===== src/rtl/ex_operand_stage.sv =====
// ID/EX operand stage: registers decoded operands and control, then forwards
// EX/MEM and MEM/WB results into the ALU operands and detects load-use hazards.
module ex_operand_stage #(
    parameter int unsigned WIDTH    = 32,
    parameter int unsigned REG_BITS = 5
) (
    input  logic                clk,
    input  logic                rst_n,
    input  logic                id_valid,
    input  logic                stall,
    input  logic                flush,
    input  logic [WIDTH-1:0]    id_rs_data,
    input  logic [WIDTH-1:0]    id_rt_data,
    input  logic [15:0]         id_imm16,
    input  logic [REG_BITS-1:0] id_rs,
    input  logic [REG_BITS-1:0] id_rt,
    input  logic [REG_BITS-1:0] id_rd,
    input  logic [1:0]          id_alu_ctrl,
    input  logic                id_alu_src,
    input  logic                id_reg_dst,
    input  logic                id_reg_write,
    input  logic                id_mem_read,
    input  logic                id_mem_write,
    input  logic                id_mem_to_reg,
    input  logic                mem_reg_write,
    input  logic [REG_BITS-1:0] mem_rd,
    input  logic [WIDTH-1:0]    mem_result,
    input  logic                wb_reg_write,
    input  logic [REG_BITS-1:0] wb_rd,
    input  logic [WIDTH-1:0]    wb_result,
    output logic                ex_valid,
    output logic [WIDTH-1:0]    alu_a,
    output logic [WIDTH-1:0]    alu_b,
    output logic [1:0]          alu_ctrl,
    output logic [WIDTH-1:0]    ex_store_data,
    output logic [REG_BITS-1:0] ex_dst,
    output logic                ex_reg_write,
    output logic                ex_mem_read,
    output logic                ex_mem_write,
    output logic                ex_mem_to_reg,
    output logic                load_use_hazard
);

    logic [WIDTH-1:0]    rs_data_q;
    logic [WIDTH-1:0]    rt_data_q;
    logic [WIDTH-1:0]    sext_imm_q;
    logic [REG_BITS-1:0] rs_q;
    logic [REG_BITS-1:0] rt_q;
    logic                alu_src_q;
    logic [WIDTH-1:0]    fwd_a;
    logic [WIDTH-1:0]    fwd_b;

    always_ff @(posedge clk or negedge rst_n) begin
        if (!rst_n) begin
            rs_data_q     <= '0;
            rt_data_q     <= '0;
            sext_imm_q    <= '0;
            rs_q          <= '0;
            rt_q          <= '0;
            alu_src_q     <= 1'b0;
            alu_ctrl      <= '0;
            ex_dst        <= '0;
            ex_valid      <= 1'b0;
            ex_reg_write  <= 1'b0;
            ex_mem_read   <= 1'b0;
            ex_mem_write  <= 1'b0;
            ex_mem_to_reg <= 1'b0;
        end else if (flush) begin
            rs_data_q     <= '0;
            rt_data_q     <= '0;
            sext_imm_q    <= '0;
            rs_q          <= '0;
            rt_q          <= '0;
            alu_src_q     <= 1'b0;
            alu_ctrl      <= '0;
            ex_dst        <= '0;
            ex_valid      <= 1'b0;
            ex_reg_write  <= 1'b0;
            ex_mem_read   <= 1'b0;
            ex_mem_write  <= 1'b0;
            ex_mem_to_reg <= 1'b0;
        end else if (!stall) begin
            rs_data_q     <= id_rs_data;
            rt_data_q     <= id_rt_data;
            sext_imm_q    <= {{(WIDTH-16){id_imm16[15]}}, id_imm16};
            rs_q          <= id_rs;
            rt_q          <= id_rt;
            alu_src_q     <= id_alu_src;
            alu_ctrl      <= id_alu_ctrl;
            ex_dst        <= id_reg_dst ? id_rd : id_rt;
            ex_valid      <= id_valid;
            // An invalid decode slot still loads data but becomes a bubble.
            ex_reg_write  <= id_valid & id_reg_write;
            ex_mem_read   <= id_valid & id_mem_read;
            ex_mem_write  <= id_valid & id_mem_write;
            ex_mem_to_reg <= id_valid & id_mem_to_reg;
        end
    end

    // EX/MEM is younger than MEM/WB, so it wins; r0 is never forwarded.
    always_comb begin
        fwd_a = rs_data_q;
        if (mem_reg_write && (mem_rd != '0) && (mem_rd == rs_q)) begin
            fwd_a = mem_result;
        end else if (wb_reg_write && (wb_rd != '0) && (wb_rd == rs_q)) begin
            fwd_a = wb_result;
        end
    end

    always_comb begin
        fwd_b = rt_data_q;
        if (mem_reg_write && (mem_rd != '0) && (mem_rd == rt_q)) begin
            fwd_b = mem_result;
        end else if (wb_reg_write && (wb_rd != '0) && (wb_rd == rt_q)) begin
            fwd_b = wb_result;
        end
    end

    assign alu_a         = fwd_a;
    assign alu_b         = alu_src_q ? sext_imm_q : fwd_b;
    assign ex_store_data = fwd_b;

    assign load_use_hazard = ex_valid && ex_mem_read && (ex_dst != '0) && id_valid &&
                             ((ex_dst == id_rs) || (ex_dst == id_rt));

endmodule


===== config.mk =====
export PLATFORM = sky130hd
export DESIGN_NAME = ex_operand_stage
export DESIGN_NICKNAME = d
export VERILOG_FILES = /design/src/rtl/ex_operand_stage.sv
export SDC_FILE = /design/constraint.sdc
export NUM_CORES = 1
export LEC_CHECK = 0
export ABC_AREA = 1
export BUFFER_PORTS_ARGS = -buffer_cell sky130_fd_sc_hd__buf_2
export CAP_MARGIN = 20
export CORE_MARGIN = 3
export CORE_UTILIZATION = 33
export CTS_BUF_LIST = sky130_fd_sc_hd__clkbuf_8
export CTS_CLUSTER_SIZE = 14
export DETAILED_ROUTE_END_ITERATION = 8
export SYNTH_ARGS = -nofsm -noshare
export SYNTH_HDL_FRONTEND = slang
export SYNTH_SLANG_ARGS = --single-unit

===== constraint.sdc =====
create_clock -name clk -period 1.35 [get_ports clk]
set_input_delay 0.135 -clock clk [delete_from_list [all_inputs] [get_ports clk]]
set_output_delay 0.135 -clock clk [all_outputs]
set_load 0.03 [all_outputs]

# After elaboration in Yosys (flattened, before gate mapping)
# Index checks and enable logic that the tools add are counted.
[totals] reg_bits=119 inputBits=184 output_inout_bits=109 wordCells=70
[classes] eq_ne=7 mux=32 bitwise=4 reduce_logical=14
[ops] op="two-way mux 32 bit" count=11
[ops] op="two-way mux 5 bit" count=7
[ops] op="equality test 5 bit" count=6
[ops] op="nonzero test 5 bit" count=3
[ops] op="two-way mux 1 bit" count=12
[ops] op="logical AND 1 bit" count=10
[ops] op="bitwise AND 1 bit" count=4
[ops] op="two-way mux 2 bit" count=2
[ops] op="!= test 2 x 1 -> 1 bit, second input constant" count=1
[ops] op="logical OR 1 bit" count=1

# Depth between registers and ports, before layout
[logic_depth] depth_word=6 mapped_depth=11

# Least setup slack after synthesis
# No wires, ideal clock.
[synth_path] kind="reg2out" start="reg rs_q[4]" end="out alu_a[10]" arrival_time_ns=1.501 required_ns=1.215 setup_slack_ns=-0.286 path_stages_with_launch=7 path_buffers=1 path_cell_list="dfrtp_1 -> xor2_1 -> a21oi_1 -> clkbuf_1 -> nand3b_1 -> nand3_1 -> nand2_1"
[synth_between] elab_chain_cells=4 word_cells_on_any_way=6
[synth_rtl] element="start, declared" line="47" source="logic [REG_BITS-1:0] rs_q;"
[synth_rtl] element="start signal, assigned" line="86" source="rs_q <= id_rs;"
[synth_rtl] element="equality test 5 bit" line="105" source="end else if (wb_reg_write && (wb_rd != '0) && (wb_rd == rs_q)) begin"
[synth_rtl] element="logical AND 1 bit" line="105"
[synth_rtl] element="two-way mux 32 bit" line="105"
[synth_rtl] element="two-way mux 32 bit *" line="103" source="if (mem_reg_write && (mem_rd != '0) && (mem_rd == rs_q)) begin"
[synth_rtl] element="end, declared" line="32" source="output logic [WIDTH-1:0] alu_a,"
# Mark *: on every way between the ends. The rest lies on a longest branch, timed or not.

# Final worst setup path
[layout_path] start="reg rt_q[0]" end="out ex_store_data[0]"
[layout_between] elab_chain_cells=4 word_cells_on_any_way=6
[layout_rtl] element="start, declared" line="48" source="logic [REG_BITS-1:0] rt_q;"
[layout_rtl] element="start signal, assigned" line="87" source="rt_q <= id_rt;"
[layout_rtl] element="equality test 5 bit" line="114" source="end else if (wb_reg_write && (wb_rd != '0) && (wb_rd == rt_q)) begin"
[layout_rtl] element="logical AND 1 bit" line="114"
[layout_rtl] element="two-way mux 32 bit" line="114"
[layout_rtl] element="two-way mux 32 bit *" line="112" source="if (mem_reg_write && (mem_rd != '0) && (mem_rd == rt_q)) begin"
[layout_rtl] element="end, declared" line="35" source="output logic [WIDTH-1:0] ex_store_data,"
# Marks and branches as above.

==> flow_summary.yaml <==
synth:
  synthXorXnorAreaFrac: 0.0222
  synthTopCellsByArea: "dfrtp_1, nand2_1, nand3_1"
  synth_top_family_by_area: "simple AND/OR/NAND/NOR gates"
  syn_nets: 1164
  syn_area_sq_um: 6710
  synthMuxAreaShare: 0
  seq_area_frac_synth: 0.384
  synth_compound_area_frac: 0.0485
  yosysTopAreaCell: "dfrtp_1"
  synth_edf_count: 0
  syn_area_per_cell_sq_um: 6.85
  synth_warnings: 0
  yosys.area_share.simple: 0.465
  synth_top_area_frac: 0.384
  synth_fa_ha_area_frac: 0
  ys_ff_latch: 103
  synth_cell_types: 26
  syn_inst: 980
  ys.flop_type: "dfrtp_1"
  async_flop_share: 1.00
layout:
  diodes: 0
  largest_registers: "rs_data_q (32), rt_data_q (32), sext_imm_q (16)"
  layout_common_cells: "nand2_1, buf_2, nand3_1"
  drive_above_1_share: 0.467
  num-fill-cells: 1633
  layout_commonest_cell: "nand2_1"
  nNetsFinal: 1586
  fin_cells: 1672
  area_delta_synth_final_pct: 81.7
power_and_ir_drop:
  p_sw_frac: 0.366
  ir_drop_v: 0.000419
  power_switching_w: 0.00324
  powerDensity_nw_per_um2: 727
  p_comb_frac: 0.403
  power.share.clock: 0.218
  p_leak_nw: 6.23
  power.sequential.fraction: 0.379
  intPower_w: 0.00562
cts:
  clkSlewWorstSetupHoldPaths_ns: 0.10
  htree_levels: 3
  cts.sinks: 103
  root_buffer: "clkbuf_8"
  cts_tree: "built"
  clk_latency_ns: 0.39
  cts_buffers: 9
  clock_path_buffers: 2
timing:
  finalSetupViolations: 97
  tightest_slew_ns: 0.380
  max_slew_margin: 0.747
  layout_min_cycle_time_ns: 2.27
  period_share: 1.68
  rsz0062_at_grt: "yes"
  worst_slack_ns: -0.918
  drv_slew: 0
  max_freq_ghz: 0.441
  hold_viol_final: 0
  skew_ns: 0
floorplan:
  dieArea_sq_um: 22100
  placementRows: 51
  io_pins: 293
  die_y_um: 149
  start_util: 0.340
  fp.dieW_um: 149
  core_area_sq_um: 19700
critical_path:
  rrSetupSlack_ns: 0.39
  critical_path.cell_chain: "xnor2_2 > nand2_2 > nor3_4 > buf_6 > buf_12 > nand3b_1 > and2_4 > buf_6"
  worstSetupEndpointType: "primary output"
  crit_family: "simple AND/OR/NAND/NOR gates"
  crit_fanout: 6
  crit_arrival_ns: 2.13
  cpMostUsedCell: "buf_6"
  critical_path_buf_inv_count: 3
  path_class: "reg -> out"
  required_ns: 1.22
  crit_path_max_incr_delay_ns: 0.46
  slowest_stage: "dfrtp_2"
  crit_path_start_kind: "flip-flop"
min_path:
  hold_path_class: "in -> reg"
grt:
  grt_first_pass_wirelength_um: 46200
  grt_pass1_vias: 8623
  grtUsageTotal: 0.267
  overflow: 0
  grt_antenna_before_repair: 1
  grt_max_degree: 51
placed_design:
  portBuffers: 292
  dp_hpwl_um: 20600
  dpl_worst_slack_ns: -0.672
  dp.cells: 1534
  place_congestion: 0.858
drt:
  vias: 8688
  drc: 0
  drt_iter0_drc: 582
  wire_per_inst_um: 18.8
  dr.pass1.iters: 5
  drtAntennaViolNets: 0
  viasPerCell: 5.20
  totalWireLength_um: 31500
status:
  violations: "setup timing"
  outcome: "complete, but fails checks"
job:
  maxCapViolCount: 0
-- routing by layer --
| layer | vias up | track usage | wire, um |
|---|---|---|---|
| met5 | - | 0 | 7 |
| met4 | 2 | 0.101 | 958 |
| met3 | 67 | 0.0411 | 2440 |
| met2 | 493 | 0.452 | 15300 |
| met1 | 4095 | 0.346 | 12700 |
| li1 | 4031 | - | - |
-- kinds of logic (layout without fill, tap and decap cells) --
group           Yosys count  count (layout)
flops                   103             103
xor+xnor                 17              17
compound gates           61              61
buf+inv                 130             557
simple gates            669             669
-- path summary, 6_finish.rpt --
| path | cells after the start | startpoint | to |
|---|---|---|---|
| max | 8 | rt_q[0]$_DFFE_PN0P_ | ex_store_data[0] |
| min | 3 | id_rd[4] | ex_dst[4]$_DFFE_PN0P_ |
| max reg2reg | 4 | rt_q[1]$_DFFE_PN0P_ | rt_q[1]$_DFFE_PN0P_ |
| min reg2reg | 2 | rt_data_q[12]$_DFFE_PN0P_ | rt_data_q[12]$_DFFE_PN0P_ |
| max in group asynchronous | 3 | rst_n | ex_mem_read$_DFFE_PN0P_ |
| min in group asynchronous | 2 | rst_n | rs_data_q[17]$_DFFE_PN0P_ |
-- power by group through the flow --
stage	Clock [W]	Combinational [W]	Sequential, W
after floorplan	0	0.00145	0.00343
after global placement	0	0.00258	0.00341
after detailed placement	0	0.00258	0.00341
after CTS	0.00198	0.00337	0.00335
after global routing	0.00212	0.00379	0.00338
final	0.00193	0.00357	0.00336
-- stage by stage --
step	hold WS (ns)	utilization	setup TNS (ns)	area, sq um	total power [W]
after global routing	0.00978	0.618	-94.08	12200	0.00928
after CTS	0.00516	0.585	-87.38	11500	0.00870
final	0.0247	0.618	-82.66	12200	0.00886
after detailed placement	0.0608	0.463	-45.07	9120	0.00599
after global placement	0.0577	0.463	-43.49	9120	0.00599
after floorplan	-0.161	-	-13.72	6970	0.00487
-- cell type report --
type | instances | area [sq um] | share of cell area
Timing Repair Buffer | 479 | 4220 | 0.346
Multi-Input combinational cell | 747 | 4630 | 0.380
Sequential cell | 103 | 2580 | 0.212
Inverter | 62 | 238 | 0.0195
Clock buffer | 11 | 151 | 0.0124
Clock inverter | 5 | 31.3 | 0.00257
Tap cell | 265 | 332 | 0.0272
-- tightest hold or removal path: stages --
cell     delay (ns)
buf_2          0.07
a21oi_1        0.05
o22ai_1        0.10
-- repair_timing --
item,4_1_cts,5_1_grt
buffers inserted,7,12
hold buffers,91,0
endpoints found under the setup margin,97,97
gates cloned,7,7
endpoints found under the hold margin,193,0
resized for setup,330,101
pin swaps,47,62
-- synthesized netlist by cell type (8+ instances only) --
library cell and n:
and2_1 32, clkbuf_1 37, xor2_1 11, inv_1 59
nand3_1 196, nor2_1 16, nand2_1 349, dfrtp_1 103
a21oi_1 8, buf_2 23, nand3b_1 65, o22ai_1 12
o21ai_0 38
(Power assumes the default switching activity.)
